`src/rtl/pipe_stage_reg.sv`:
```
// -----------------------------------------------------------------------------
// pipe_stage_reg
//   Parametrised pipeline stage register with a valid/ready handshake and a
//   2-entry skid buffer. It carries one packed control bus and one packed data
//   bus per entry. Throughput is one entry per cycle while in_ready is a pure
//   function of registered state. A synchronous flush squashes everything
//   held to a bubble.
//
// Ports
//   Clk        rising-edge clock
//   Reset      asynchronous active-high reset
//   flush      synchronous squash of all held entries
//   in_valid   upstream entry valid
//   in_ready   stage can accept an entry this cycle (state-derived)
//   in_ctrl    upstream control bus
//   in_data    upstream data bus
//   out_valid  head entry valid
//   out_ready  downstream accepts head this cycle
//   out_ctrl   head control, CTRL_BUBBLE while out_valid=0
//   out_data   head data (presented regardless of out_valid)
//   occupancy  number of held entries (0..2)
// -----------------------------------------------------------------------------
module pipe_stage_reg #(
  parameter int                    CTRL_WIDTH  = 24,
  parameter int                    DATA_WIDTH  = 160,
  parameter logic [CTRL_WIDTH-1:0] CTRL_BUBBLE = '0,
  parameter bit                    CLEAR_DATA  = 1'b1
) (
  input  logic                  Clk,
  input  logic                  Reset,
  input  logic                  flush,
  input  logic                  in_valid,
  output logic                  in_ready,
  input  logic [CTRL_WIDTH-1:0] in_ctrl,
  input  logic [DATA_WIDTH-1:0] in_data,
  output logic                  out_valid,
  input  logic                  out_ready,
  output logic [CTRL_WIDTH-1:0] out_ctrl,
  output logic [DATA_WIDTH-1:0] out_data,
  output logic [1:0]            occupancy
);

  // State encoding equals the number of held entries, so occupancy is the
  // state register itself.
  localparam logic [1:0] S_EMPTY = 2'd0;
  localparam logic [1:0] S_ONE   = 2'd1;
  localparam logic [1:0] S_TWO   = 2'd2;

  logic [1:0]            r_state;
  logic [CTRL_WIDTH-1:0] r_main_ctrl;
  logic [DATA_WIDTH-1:0] r_main_data;
  logic [CTRL_WIDTH-1:0] r_skid_ctrl;
  logic [DATA_WIDTH-1:0] r_skid_data;

  logic       w_in_ready;
  logic       w_out_valid;
  logic       w_in_fire;
  logic       w_out_fire;
  logic [1:0] w_state_nxt;
  logic       w_main_from_in;
  logic       w_main_from_skid;
  logic       w_skid_from_in;

  // Handshake outputs depend on state only, never on same-cycle inputs.
  assign w_in_ready  = (r_state != S_TWO);
  assign w_out_valid = (r_state != S_EMPTY);
  assign w_in_fire   = in_valid  & w_in_ready;
  assign w_out_fire  = w_out_valid & out_ready;

  // Next-state and load-select decode. Flush is applied with priority in the
  // register block, so this logic only describes the normal flow.
  always_comb begin
    w_state_nxt      = r_state;
    w_main_from_in   = 1'b0;
    w_main_from_skid = 1'b0;
    w_skid_from_in   = 1'b0;
    case (r_state)
      S_EMPTY: begin
        if (w_in_fire) begin
          w_main_from_in = 1'b1;
          w_state_nxt    = S_ONE;
        end
      end
      S_ONE: begin
        case ({w_in_fire, w_out_fire})
          2'b11: w_main_from_in = 1'b1;   // head leaves, new entry replaces it
          2'b01: w_state_nxt    = S_EMPTY;
          2'b10: begin                    // downstream stalled: park in skid
            w_skid_from_in = 1'b1;
            w_state_nxt    = S_TWO;
          end
          default: ;
        endcase
      end
      S_TWO: begin
        // in_ready is low here, so only the drain case exists.
        if (w_out_fire) begin
          w_main_from_skid = 1'b1;
          w_state_nxt      = S_ONE;
        end
      end
      default: w_state_nxt = S_EMPTY;     // unreachable encoding recovers
    endcase
  end

  always_ff @(posedge Clk or posedge Reset) begin
    if (Reset) begin
      r_state     <= S_EMPTY;
      r_main_ctrl <= CTRL_BUBBLE;
      r_main_data <= '0;
      r_skid_ctrl <= CTRL_BUBBLE;
      r_skid_data <= '0;
    end else if (flush) begin
      // Squash overrides any simultaneous in_fire / out_fire; an accepted
      // input on this edge is discarded.
      r_state     <= S_EMPTY;
      r_main_ctrl <= CTRL_BUBBLE;
      r_skid_ctrl <= CTRL_BUBBLE;
      if (CLEAR_DATA) begin
        r_main_data <= '0;
        r_skid_data <= '0;
      end
    end else begin
      r_state <= w_state_nxt;
      if (w_main_from_in) begin
        r_main_ctrl <= in_ctrl;
        r_main_data <= in_data;
      end else if (w_main_from_skid) begin
        r_main_ctrl <= r_skid_ctrl;
        r_main_data <= r_skid_data;
      end
      if (w_skid_from_in) begin
        r_skid_ctrl <= in_ctrl;
        r_skid_data <= in_data;
      end
    end
  end

  assign in_ready  = w_in_ready;
  assign out_valid = w_out_valid;
  assign out_ctrl  = w_out_valid ? r_main_ctrl : CTRL_BUBBLE;
  assign out_data  = r_main_data;
  assign occupancy = r_state;

endmodule

```
`config.mk`:
```
export PLATFORM = sky130hd
export DESIGN_NAME = pipe_stage_reg
export DESIGN_NICKNAME = d
export VERILOG_FILES = /design/src/rtl/pipe_stage_reg.sv
export SDC_FILE = /design/constraint.sdc
export NUM_CORES = 1
export LEC_CHECK = 0
export ABC_AREA = 1
export ABC_CLOCK_PERIOD_IN_PS = 34700
export CAP_MARGIN = 20
export CORE_UTILIZATION = 35
export CTS_CLUSTER_DIAMETER = 60
export DETAILED_ROUTE_END_ITERATION = 16
export MAX_ROUTING_LAYER = met4
export SYNTH_ARGS = -nofsm -noshare
export SYNTH_HDL_FRONTEND = slang
export SYNTH_SLANG_ARGS = --single-unit
```
`constraint.sdc`:
```
create_clock -name Clk -period 34.7 [get_ports Clk]
set_input_delay 3.47 -clock Clk [delete_from_list [all_inputs] [get_ports Clk]]
set_output_delay 3.47 -clock Clk [all_outputs]
set_load 0.005 [all_outputs]
```
# ---- Yosys cells after proc, flatten, opt, wreduce, memory -nomap -nowiden
# Cells that the tools add are included.
dict set report classes {
  add_sub_neg 0
  multipliers 0
  n_div 0
  magnitude_cmp 0
  eq_ne 9
  shift 0
  muxes 23
  bitwise_logic 2
  reduce_logical 5
}
# op n
set op_table {}
lappend op_table {{$mux 160} 5}
lappend op_table {{$mux 24} 6}
lappend op_table {{$eq 2x2->1 const B} 3}
lappend op_table {{$mux 1} 6}
lappend op_table {{$mux 2} 3}
lappend op_table {{$ne 3x3->1 const B} 2}
lappend op_table {{$pmux 2 s3} 1}
lappend op_table {{$eq 2x1->1 const B} 2}
lappend op_table {{$ne 4x3->1 const B} 1}
lappend op_table {{$pmux 2 s2} 1}
lappend op_table {{$reduce_bool 2->1} 2}
lappend op_table {{$reduce_and 3->1} 1}
lappend op_table {{$reduce_bool 3->1} 1}
lappend op_table {{$and 1x1->1} 2}
lappend op_table {{$logic_not 2->1} 1}
lappend op_table {{$ne 2x2->1 const B} 1}
lappend op_table {{$pmux 1 s2} 1}
dict set report word_totals {
  reg_bits 370
  latch_bits 0
  ramBits 0
  romBits 0
  inputBits 189
  out_inout_bits 188
  elab_cells 44
  n_memories 0
}

# ---- Depth between registers and ports, before layout
# Gate-level depths: netlist of the first run.
dict set report depth {
  word_depth 7
  ltp_mapped 9
  mapped_depth_nobuf 7
}

# ---- Worst setup path after synthesis of the first run
# No wires, ideal clock.
dict set report synth_timing {
  path_kind {register -> output}
  from {register r_state[0] (netlist: occupancy[0])}
  to {output port out_valid}
  t_arrival_ns 1.238
  slack_ns 29.992
  path_stages_with_launch 5
  cell_sequence {dfrtp_1 -> buf_2 -> nor2_1 -> clkbuf_1 -> inv_1}
}
dict set report synth_between {
  elab_chain_cells 1
}
# item line_no
set synth_rtl {}
lappend synth_rtl {{start, declared} 49} ;# logic [1:0] r_state;
lappend synth_rtl {{start signal, assigned} 124} ;# r_state <= w_state_nxt;
lappend synth_rtl {{$reduce_bool 2->1} 66} ;# assign w_out_valid = (r_state != S_EMPTY);
lappend synth_rtl {{end, declared} 36} ;# output logic out_valid,
# Every way passes these cells.

# ---- Final worst setup path of the first run
dict set report layout_timing {
  from {input port in_valid}
  to {register r_main_data[43] (netlist: out_data[43])}
}
dict set report layout_between {
  elab_chain_cells 6
  elab_cells_between_ends 8
  cone_classes {1 x eq/ne; 5 x mux; 1 x bitwise; 1 x reduce/logical}
}
# item line_no
set layout_rtl {}
lappend layout_rtl {{start, declared} 32} ;# input logic in_valid,
lappend layout_rtl {{$and 1x1->1 (*)} 67} ;# assign w_in_fire = in_valid & w_in_ready;
lappend layout_rtl {{$eq 2x2->1} 85} ;# case ({w_in_fire, w_out_fire})
lappend layout_rtl {{$mux 1} 85}
lappend layout_rtl {{$pmux 1 s2 (*)} 77} ;# case (r_state)
lappend layout_rtl {{$mux 160} 125} ;# if (w_main_from_in) begin
lappend layout_rtl {{$mux 160} 113} ;# end else if (flush) begin
lappend layout_rtl {{end signal, assigned} 127} ;# r_main_data <= in_data;
lappend layout_rtl {{end signal, assigned} 130} ;# r_main_data <= r_skid_data;
lappend layout_rtl {{end, declared} 51} ;# logic [DATA_WIDTH-1:0] r_main_data;
# Every way passes the cells marked *; elsewhere a longest branch is shown, timed or not.
# A chain may end at the register's enable or synchronous reset.

==> impl_metrics.yaml, run 1 <==
logic_synthesis:
  synth_fp_nets: 2211
  syn_inst: 2022
  synth_area_leaders: "dfrtp_1 56%, inv_1 13%, nand2_1 8.6%, o21ai_0 7.8%, o22ai_1 7.0%"
  ys.flop_type: "dfrtp_1"
  syn_avg_cell_area_um2: 8.17
  async_flop_share: 1.00
  synth_enable_flop_cells: 0
  synth_most_common_cell: "inv_1"
  yosysSeqAreaShare: 0.561
  yosys-top-cells-count: "557 x inv_1, 379 x nand2_1, 370 x dfrtp_1"
  ys_seq_elements: 370
  yosysTopAreaCellShare: 0.561
  yosys_warnings: 0
  synth_top_cell_by_area: "dfrtp_1"
  synthesis.area_um2: 16500
  ys_types: 19
run:
  drv_cap: 0
worst_hold_path:
  hold_path_depth: 2
  hold_path.startpoint: "out_data[16]$_DFFE_PP0P_"
  hold_class: "reg2reg"
  min_to: "out_data[16]$_DFFE_PP0P_"
place:
  post-place-ws_ns: 26.97
  hpwl_um: 29400
  gp_congestion: 0.828
  io_buffers: 376
pwr:
  p_comb_frac: 0.117
  p_seq_frac: 0.447
  ir_drop_uv: 31.8
  p_switching_uw: 260
  power_density_nw_per_um2: 46.3
  internal_power_uw: 761
  swShare: 0.255
  power_leakage_uw: 0.00964
  clkPwrFrac: 0.436
cts:
  h-tree-depth: 2
  cts_root_buf: "clkbuf_16"
  cts_tree: "yes"
  cts_resized: 0
  hold_buffers: 0
  clock-sinks: 370
  cts_buffer_depth: 3
  clkLatencyLatePin_ns: 0.57
  clk_pin_slew_ns: 0.06
  cts_buffers: 43
  cts_setup_buffers: 0
cells_and_area:
  syn_to_final_growth_pct: 33.7
  drive_gt1_frac: 0.0373
  final.fill_count: 4479
  fin_util: 0.474
  fin_nets: 2522
drt:
  remaining_drc_errors: 0
  postRouteAntennaNets: 0
  routedWlPerCell_um: 15.8
  wl_um: 47000
  via_count: 14000
  drt-vias-per-instance: 4.70
  drt_iter0_drc: 1138
  drtPass1Iterations: 5
sta:
  setup_viol: 0
  fin_crit_ns: 7.15
  clock_skew_ns: 0.0296
  setup_ws_ns: 27.55
  worst_pin_slew_ns: 1.18
  fmax_ghz: 0.140
  slew_headroom: 0.211
  finalHoldViolations: 0
  final-max-slew-violation-count: 0
  rsz0062_at_grt: "false"
  fin_tns_setup_ns: 0
  fin_crit_sh: 0.206
worst_setup_path:
  critPathLaunchType: "input port"
  r2r-start: "occupancy[1]$_DFFE_PP0P_"
  crit_start: "in_valid"
  r2r_setup_slack_ns: 30.54
  critical_path_class: "in2reg"
  reg2reg_depth: 7
  critical_path.max_fanout: 149
  cp-end-kind: "register"
  cp_data_arrival_time_ns: 7.59
  rr_endpoint: "out_data[43]$_DFFE_PP0P_"
  required_ns: 35.14
die:
  die_area_um2: 48100
  rows: 79
  die_w_um: 219
  initial_utilization: 0.355
  coreArea_um2: 46600
  ioPinCount: 377
  die_h_um: 219
global_route:
  grt_use_total: 0.202
  grt_first_pass_wirelength_um: 74900
  antenna_found_initial: 4
  first_global_vias: 13800
  grt_max_degree: 186
  grt-ovfl-total: 0
run_status:
  status: "completed"
per-stage QoR:
stage	instance area [µm²]	total power (µW)	hold WS [ns]	std cells
2_1_floorplan	16500	521	0.486	2022
3_3_place_gp	20600	582	0.505	2893
3_5_place_dp	20700	585	0.513	2895
4_1_cts	22100	1040	0.525	2969
5_1_grt	22100	1070	0.546	2973
6_report	22100	1020	0.522	2973
state kept, by name, summed over array words and instances (netlist names):
register     flops
occupancy        2
r_skid_data    160
out_data       160
r_skid_ctrl     24
r_main_ctrl     24
cell type report:
class,count,area (µm²),share of cell area
Sequential cell,370,9260,0.419
Multi-Input combinational cell,970,4630,0.210
Timing Repair Buffer,389,3930,0.178
Inverter,559,2110,0.0954
Clock buffer,62,1270,0.0575
Tap cell,607,759,0.0344
Clock inverter,12,111,0.00505
Antenna cell,4,10.0,0.000453
how the worst max path moves through the flow:
stage	end	slack, ns
after global routing	out_data[39]$_DFFE_PP0P_	27.20
after CTS	out_data[43]$_DFFE_PP0P_	27.53
after global placement	out_data[72]$_DFFE_PP0P_	27.04
after floorplan	occupancy[0]$_DFFE_PP0P_	20.96
after detailed placement	out_data[53]$_DFFE_PP0P_	26.97
final	out_data[43]$_DFFE_PP0P_	27.55
per-layer routing:
metal | GRT usage | share of wire | vias to the layer above
met5 | - | 0 | -
met4 | 0.0681 | 0.026 | 0
met3 | 0.0355 | 0.058 | 71
met2 | 0.305 | 0.46 | 381
met1 | 0.273 | 0.45 | 6683
li1 | - | - | 6844
cells by family after synthesis:
| logic type | count (synthesis) | synth area share |
|---|---|---|
| AND/OR/NAND/NOR | 415 | 0.0956 |
| buffers and inverters | 682 | 0.161 |
| flip-flops | 370 | 0.561 |
| AO/OA/AOI/OAI | 555 | 0.182 |
critical path: stages:
cell             delay (ns)
clkdlybuf4s50_1        0.54
inv_2                  0.06
nor2_2                 0.21
nand2_8                0.49
a21oi_4                0.74
buf_4                  0.81
buf_4                  0.86
nand2_1                0.10
o21ai_0                0.13
power groups by stage:
stage	Sequential, µW	Clock (µW)	Combinational, µW
6_report	456	445	120
5_1_grt	458	476	133
4_1_cts	457	458	122
3_5_place_dp	464	0	121
3_3_place_gp	464	0	119
2_1_floorplan	463	0	58.0
layout by cell type (no fill, tap or decap), drive strengths merged, types with 2 or more instances in the layout:
cell | Yosys | final
dfrtp | 370 | 370
inv | 559 | 561
o21ai | 370 | 370
buf | 77 | 13
diode | 0 | 4
clkbuf | 46 | 62
clkinvlp | 0 | 3
clkinv | 0 | 6
clkdlybuf4s50 | 0 | 376
nor2 | 29 | 29
nand4 | 2 | 2
nand3 | 4 | 4
o22ai | 184 | 184
nand2 | 380 | 380
Note: power is estimated with default switching activity, not from simulation.
==> run 2: changes to the inputs <==
ABC_CLOCK_PERIOD_IN_PS = 6800   (was 34700)
clock period = 6.8 ns   (was 34.7 ns; I/O delays follow)
==> run 2 against run 1 <==
  * Sequential share of layout area down 0.062 points
  * Cell count about the same
  * Largest cell class unchanged
  * First-iteration DRC count down 17%
  * Wire length down 1.8%
  * Critical path depth unchanged
  * Global-route usage down 0.65 points
  * Utilization up 0.070 points
  * Die area unchanged
  * Cell area up 0.15%
==> impl_metrics.yaml, run 2 (same netlist as run 1, synthesis figures left out) <==
run_status:
  status: "completed"
worst_setup_path:
  critical_path.max_fanout: 177
  cp-end-kind: "register"
  critPathLaunchType: "input port"
  critical_path_class: "in2reg"
  cp_data_arrival_time_ns: 3.65
  required_ns: 7.26
  reg2reg_depth: 7
cells_and_area:
  layout_commonest_cell: "inv_1"
  syn_to_final_growth_pct: 33.9
  fin_util: 0.475
  stdcell_area_um2: 22100
  final_cell_mix: "556 x inv_1, 379 x nand2_1, 376 x clkdlybuf4s50_1"
  fin_nets: 2523
  final.fill_count: 4476
  drive_gt1_frac: 0.0393
drt:
  routedWlPerCell_um: 15.5
  postRouteAntennaNets: 0
  drtPass1Iterations: 5
  wl_um: 46100
  remaining_drc_errors: 0
  via_count: 13700
  drt_iter0_drc: 946
  drt-vias-per-instance: 4.61
die:
  initial_utilization: 0.355
  die_h_um: 219
  die_w_um: 219
  ioPinCount: 377
  rows: 79
  die_area_um2: 48100
  coreArea_um2: 46600
sta:
  fin_crit_sh: 0.469
  fin_crit_ns: 3.19
  clock_skew_ns: 0.0176
  hold_slack_ns: 0.521
  slew_headroom: 0.252
  worst_pin_slew_ns: 1.12
  final-max-slew-violation-count: 0
  fin_tns_setup_ns: 0
  finalHoldViolations: 0
  setup_viol: 0
  rsz0062_at_grt: "false"
  fmax_ghz: 0.313
place:
  hpwl_um: 28400
  place_area_um2: 20700
  io_buffers: 376
  gp_congestion: 0.814
pwr:
  ir_drop_uv: 175
  internal_power_uw: 3930
  p_comb_frac: 0.115
  power_leakage_uw: 0.00966
  p_seq_frac: 0.444
  clkPwrFrac: 0.441
  p_switching_uw: 1320
  power_density_nw_per_um2: 237
  swShare: 0.251
global_route:
  grt-ovfl-total: 0
  grt_use_total: 0.195
  grt_first_pass_wirelength_um: 72700
  antenna_found_initial: 3
  first_global_vias: 13400
  grt_max_degree: 195
cts:
  clkLatencyLatePin_ns: 0.56
  cts_resized: 0
  clock-sinks: 370
  cts_setup_buffers: 0
  cts_buffers: 43
  clk_pin_slew_ns: 0.06
  cts_buffer_depth: 3
  cts_tree: "yes"
  hold_buffers: 0
  h-tree-depth: 2
  cts_root_buf: "clkbuf_16"
run:
  drv_cap: 0
worst_hold_path:
  hold_path_depth: 2
  hold_class: "reg2reg"
## run 2: changes by cell type in the layout (fill, tap and decap cells not counted)
cell,before,now
clkinv_2,5,10
clkbuf_8,10,7
bufinv_16,1,3
clkbuf_1,8,6
buf_12,2,3
buf_16,2,1
buf_4,9,10
clkinv_4,0,1
clkinvlp_4,3,2
diode_2,4,3
inv_6,2,3
inv_8,1,0
## run 2: through the flow
step,setup slack (ns),power [µW],std cells
floorplan,1.15,2660,2022
global placement,3.03,2970,2895
detailed placement,2.97,2980,2895
CTS,3.55,5320,2971
global route,3.27,5480,2975
finish,3.61,5250,2975
## run 2: worst max-delay path: stages
cell,delay (ns)
clkdlybuf4s50_1,0.54
inv_2,0.06
nor2_2,0.22
nand2_8,0.49
a21oi_4,0.32
buf_4,0.37
buf_4,0.68
nand2_1,0.11
o21ai_0,0.11
## run 2: area by class of cell
cell class / instances / area (µm²) / area share
sequential: 370 / 9260 / 0.419
multi-input combinational: 970 / 4630 / 0.210
timing repair buffer: 390 / 3930 / 0.178
inverter: 559 / 2100 / 0.0951
clock buffer: 57 / 1220 / 0.0552
tap: 607 / 759 / 0.0344
clock inverter: 19 / 199 / 0.00900
antenna: 3 / 7.51 / 0.000340
## run 2: path summary, 6_finish.rpt
path / startpoint / slack (ns) / to
max: in_valid / 3.61 / out_data[46]$_DFFE_PP0P_
min: out_data[57]$_DFFE_PP0P_ / 0.52 / out_data[57]$_DFFE_PP0P_
max reg2reg: occupancy[1]$_DFFE_PP0P_ / 3.82 / out_data[46]$_DFFE_PP0P_
min reg2reg: out_data[57]$_DFFE_PP0P_ / 0.52 / out_data[57]$_DFFE_PP0P_
max in group asynchronous: Reset / 4.60 / r_skid_data[64]$_DFFE_PP0P_
min in group asynchronous: Reset / 0.69 / out_data[150]$_DFFE_PP0P_
## run 2: power groups by stage
stage / logic (µW) / clock network [µW] / registers (µW)
after global placement: 605 / 0 / 2370
after global routing: 675 / 2470 / 2340
after floorplan: 296 / 0 / 2360
after CTS: 612 / 2380 / 2330
after detailed placement: 607 / 0 / 2370
final: 605 / 2310 / 2330
## run 2: per-layer routing
layer  global-route usage  vias to the layer above  wire, µm
met5                    -                        -         0
met2                0.287                      358     20800
met1                0.263                     6426     21100
met4               0.0593                        0      1180
met3               0.0516                       79      3110
li1                     -                     6861         -
==> run 3: changes to the inputs <==
ABC_CLOCK_PERIOD_IN_PS = 3030   (was 6800)
clock period = 3.03 ns   (was 6.8 ns; I/O delays follow)
==> run 3 against run 2 <==
  * Critical path depth shrank 5
  * Largest cell class unchanged
  * Highest routed layer unchanged
  * Setup slack got worse by 3.2 ns
  * Critical endpoint is now out_ctrl[11]
  * Count of clock-buffer cells in the layout grew 3
==> impl_metrics.yaml, run 3 (same netlist as run 1, synthesis figures left out) <==
die:
  die_h_um: 219
  initial_utilization: 0.355
  die_w_um: 219
  rows: 79
  die_area_um2: 48100
  ioPinCount: 377
  coreArea_um2: 46600
place:
  place_area_um2: 21000
  gp_congestion: 0.790
  post-place-ws_ns: 0.651
  io_buffers: 376
  hpwl_um: 29800
cts:
  h-tree-depth: 2
  cts_root_buf: "clkbuf_16"
  clkLatencyLatePin_ns: 0.56
  cts_buffer_depth: 3
  cts_buffers: 43
  clk_pin_slew_ns: 0.06
  cts_tree: "yes"
  clock-sinks: 370
  cts_setup_buffers: 0
  cts_resized: 0
  hold_buffers: 0
worst_setup_path:
  crit_path_cell_trace: "nor2_2, buf_12, nor2_1, clkdlybuf4s50_1"
  critPathMaxStageDelay_ns: 0.47
  critical_path_class: "reg2out"
  critical_path.max_fanout: 18
  cpMaxStageDelayCell: "nor2_2"
  critPathLaunchType: "register"
  cp_data_arrival_time_ns: 2.27
  cp-end-kind: "primary output"
  required_ns: 2.73
cells_and_area:
  drive_gt1_frac: 0.0453
  stdcell_area_um2: 22400
  final_cell_mix: "556 x inv_1, 379 x nand2_1, 376 x clkdlybuf4s50_1"
  fin_nets: 2539
  layout_commonest_cell: "inv_1"
  syn_to_final_growth_pct: 35.4
pwr:
  ir_drop_uv: 368
  power_leakage_uw: 0.00978
  p_comb_frac: 0.121
  swShare: 0.253
  clkPwrFrac: 0.435
  p_switching_uw: 2980
  power_density_nw_per_um2: 527
  p_seq_frac: 0.444
  internal_power_uw: 8800
drt:
  drtPass1Iterations: 5
  via_count: 14000
  routedWlPerCell_um: 15.6
  drt_iter0_drc: 1024
  remaining_drc_errors: 0
  drt-vias-per-instance: 4.67
  wl_um: 46700
  postRouteAntennaNets: 0
sta:
  finalHoldViolations: 0
  clock_skew_ns: 0.0218
  rsz0062_at_grt: "false"
  fin_crit_ns: 2.58
  setup_viol: 0
  final-max-slew-violation-count: 0
  fin_tns_setup_ns: 0
  worst_pin_slew_ns: 0.678
  slew_headroom: 0.548
  setup_ws_ns: 0.455
  fmax_ghz: 0.388
  fin_crit_sh: 0.850
run:
  drv_cap: 0
global_route:
  first_global_vias: 13700
  grt_max_degree: 159
  grt_use_total: 0.200
  grt_first_pass_wirelength_um: 74300
  grt-ovfl-total: 0
  antenna_found_initial: 3
run_status:
  status: "completed"
worst_hold_path:
  hold_class: "in2async"
[run 3: cell type report]
cell class / count / area (µm²)
tap: 607 / 759
clock inverter: 17 / 161
clock buffer: 60 / 1240
timing repair buffer: 406 / 4200
inverter: 559 / 2100
antenna: 3 / 7.51
multi-input combinational: 970 / 4630
sequential: 370 / 9260
fill: 4403 / 24200
[run 3: power by group through the flow]
| stage | Combinational (µW) | Sequential [µW] | Clock [µW] |
|---|---|---|---|
| 2_1_floorplan | 665 | 5300 | 0 |
| 6_report | 1420 | 5230 | 5130 |
| 5_1_grt | 1580 | 5240 | 5440 |
| 3_5_place_dp | 1430 | 5310 | 0 |
| 3_3_place_gp | 1420 | 5310 | 0 |
| 4_1_cts | 1440 | 5230 | 5260 |
[run 3: path summary, 6_finish.rpt]
kind | start | cells after the start | end | slack [ns]
min reg2reg | out_data[110]$_DFFE_PP0P_ | 2 | out_data[110]$_DFFE_PP0P_ | 0.52
max | occupancy[0]$_DFFE_PP0P_ | 4 | out_ctrl[11] | 0.45
min in group Clk | in_data[147] | 3 | r_skid_data[147]$_DFFE_PP0P_ | 0.31
max in group asynchronous | Reset | 3 | r_skid_data[36]$_DFFE_PP0P_ | 1.93
min | Reset | 2 | out_data[134]$_DFFE_PP0P_ | 0.20
max reg2reg | occupancy[0]$_DFFE_PP0P_ | 8 | out_data[151]$_DFFE_PP0P_ | 1.02
[run 3: per-stage QoR]
stage                     hold WS (ns)  utilization  cells  power [µW]
after floorplan                  0.459            -   2022        5970
after global placement           0.508        0.450   2912        6730
after detailed placement         0.513        0.450   2912        6750
after CTS                        0.190        0.480   2989       11900
after global routing             0.213        0.480   2992       12300
final                            0.198        0.480   2992       11800
[run 3: critical path, delay by kind of cell, from the launching register on]
family	cells	cell delay [ns]
and+or+nand+nor	2	0.56
buffers and inverters	2	0.70
DFF	1	0.45
[run 3: metal layers]
layer | track usage | routed length, µm
met2 | 0.302 | 21400
met3 | 0.0341 | 2740
met5 | - | 0
met1 | 0.274 | 21500
met4 | 0.0616 | 1060
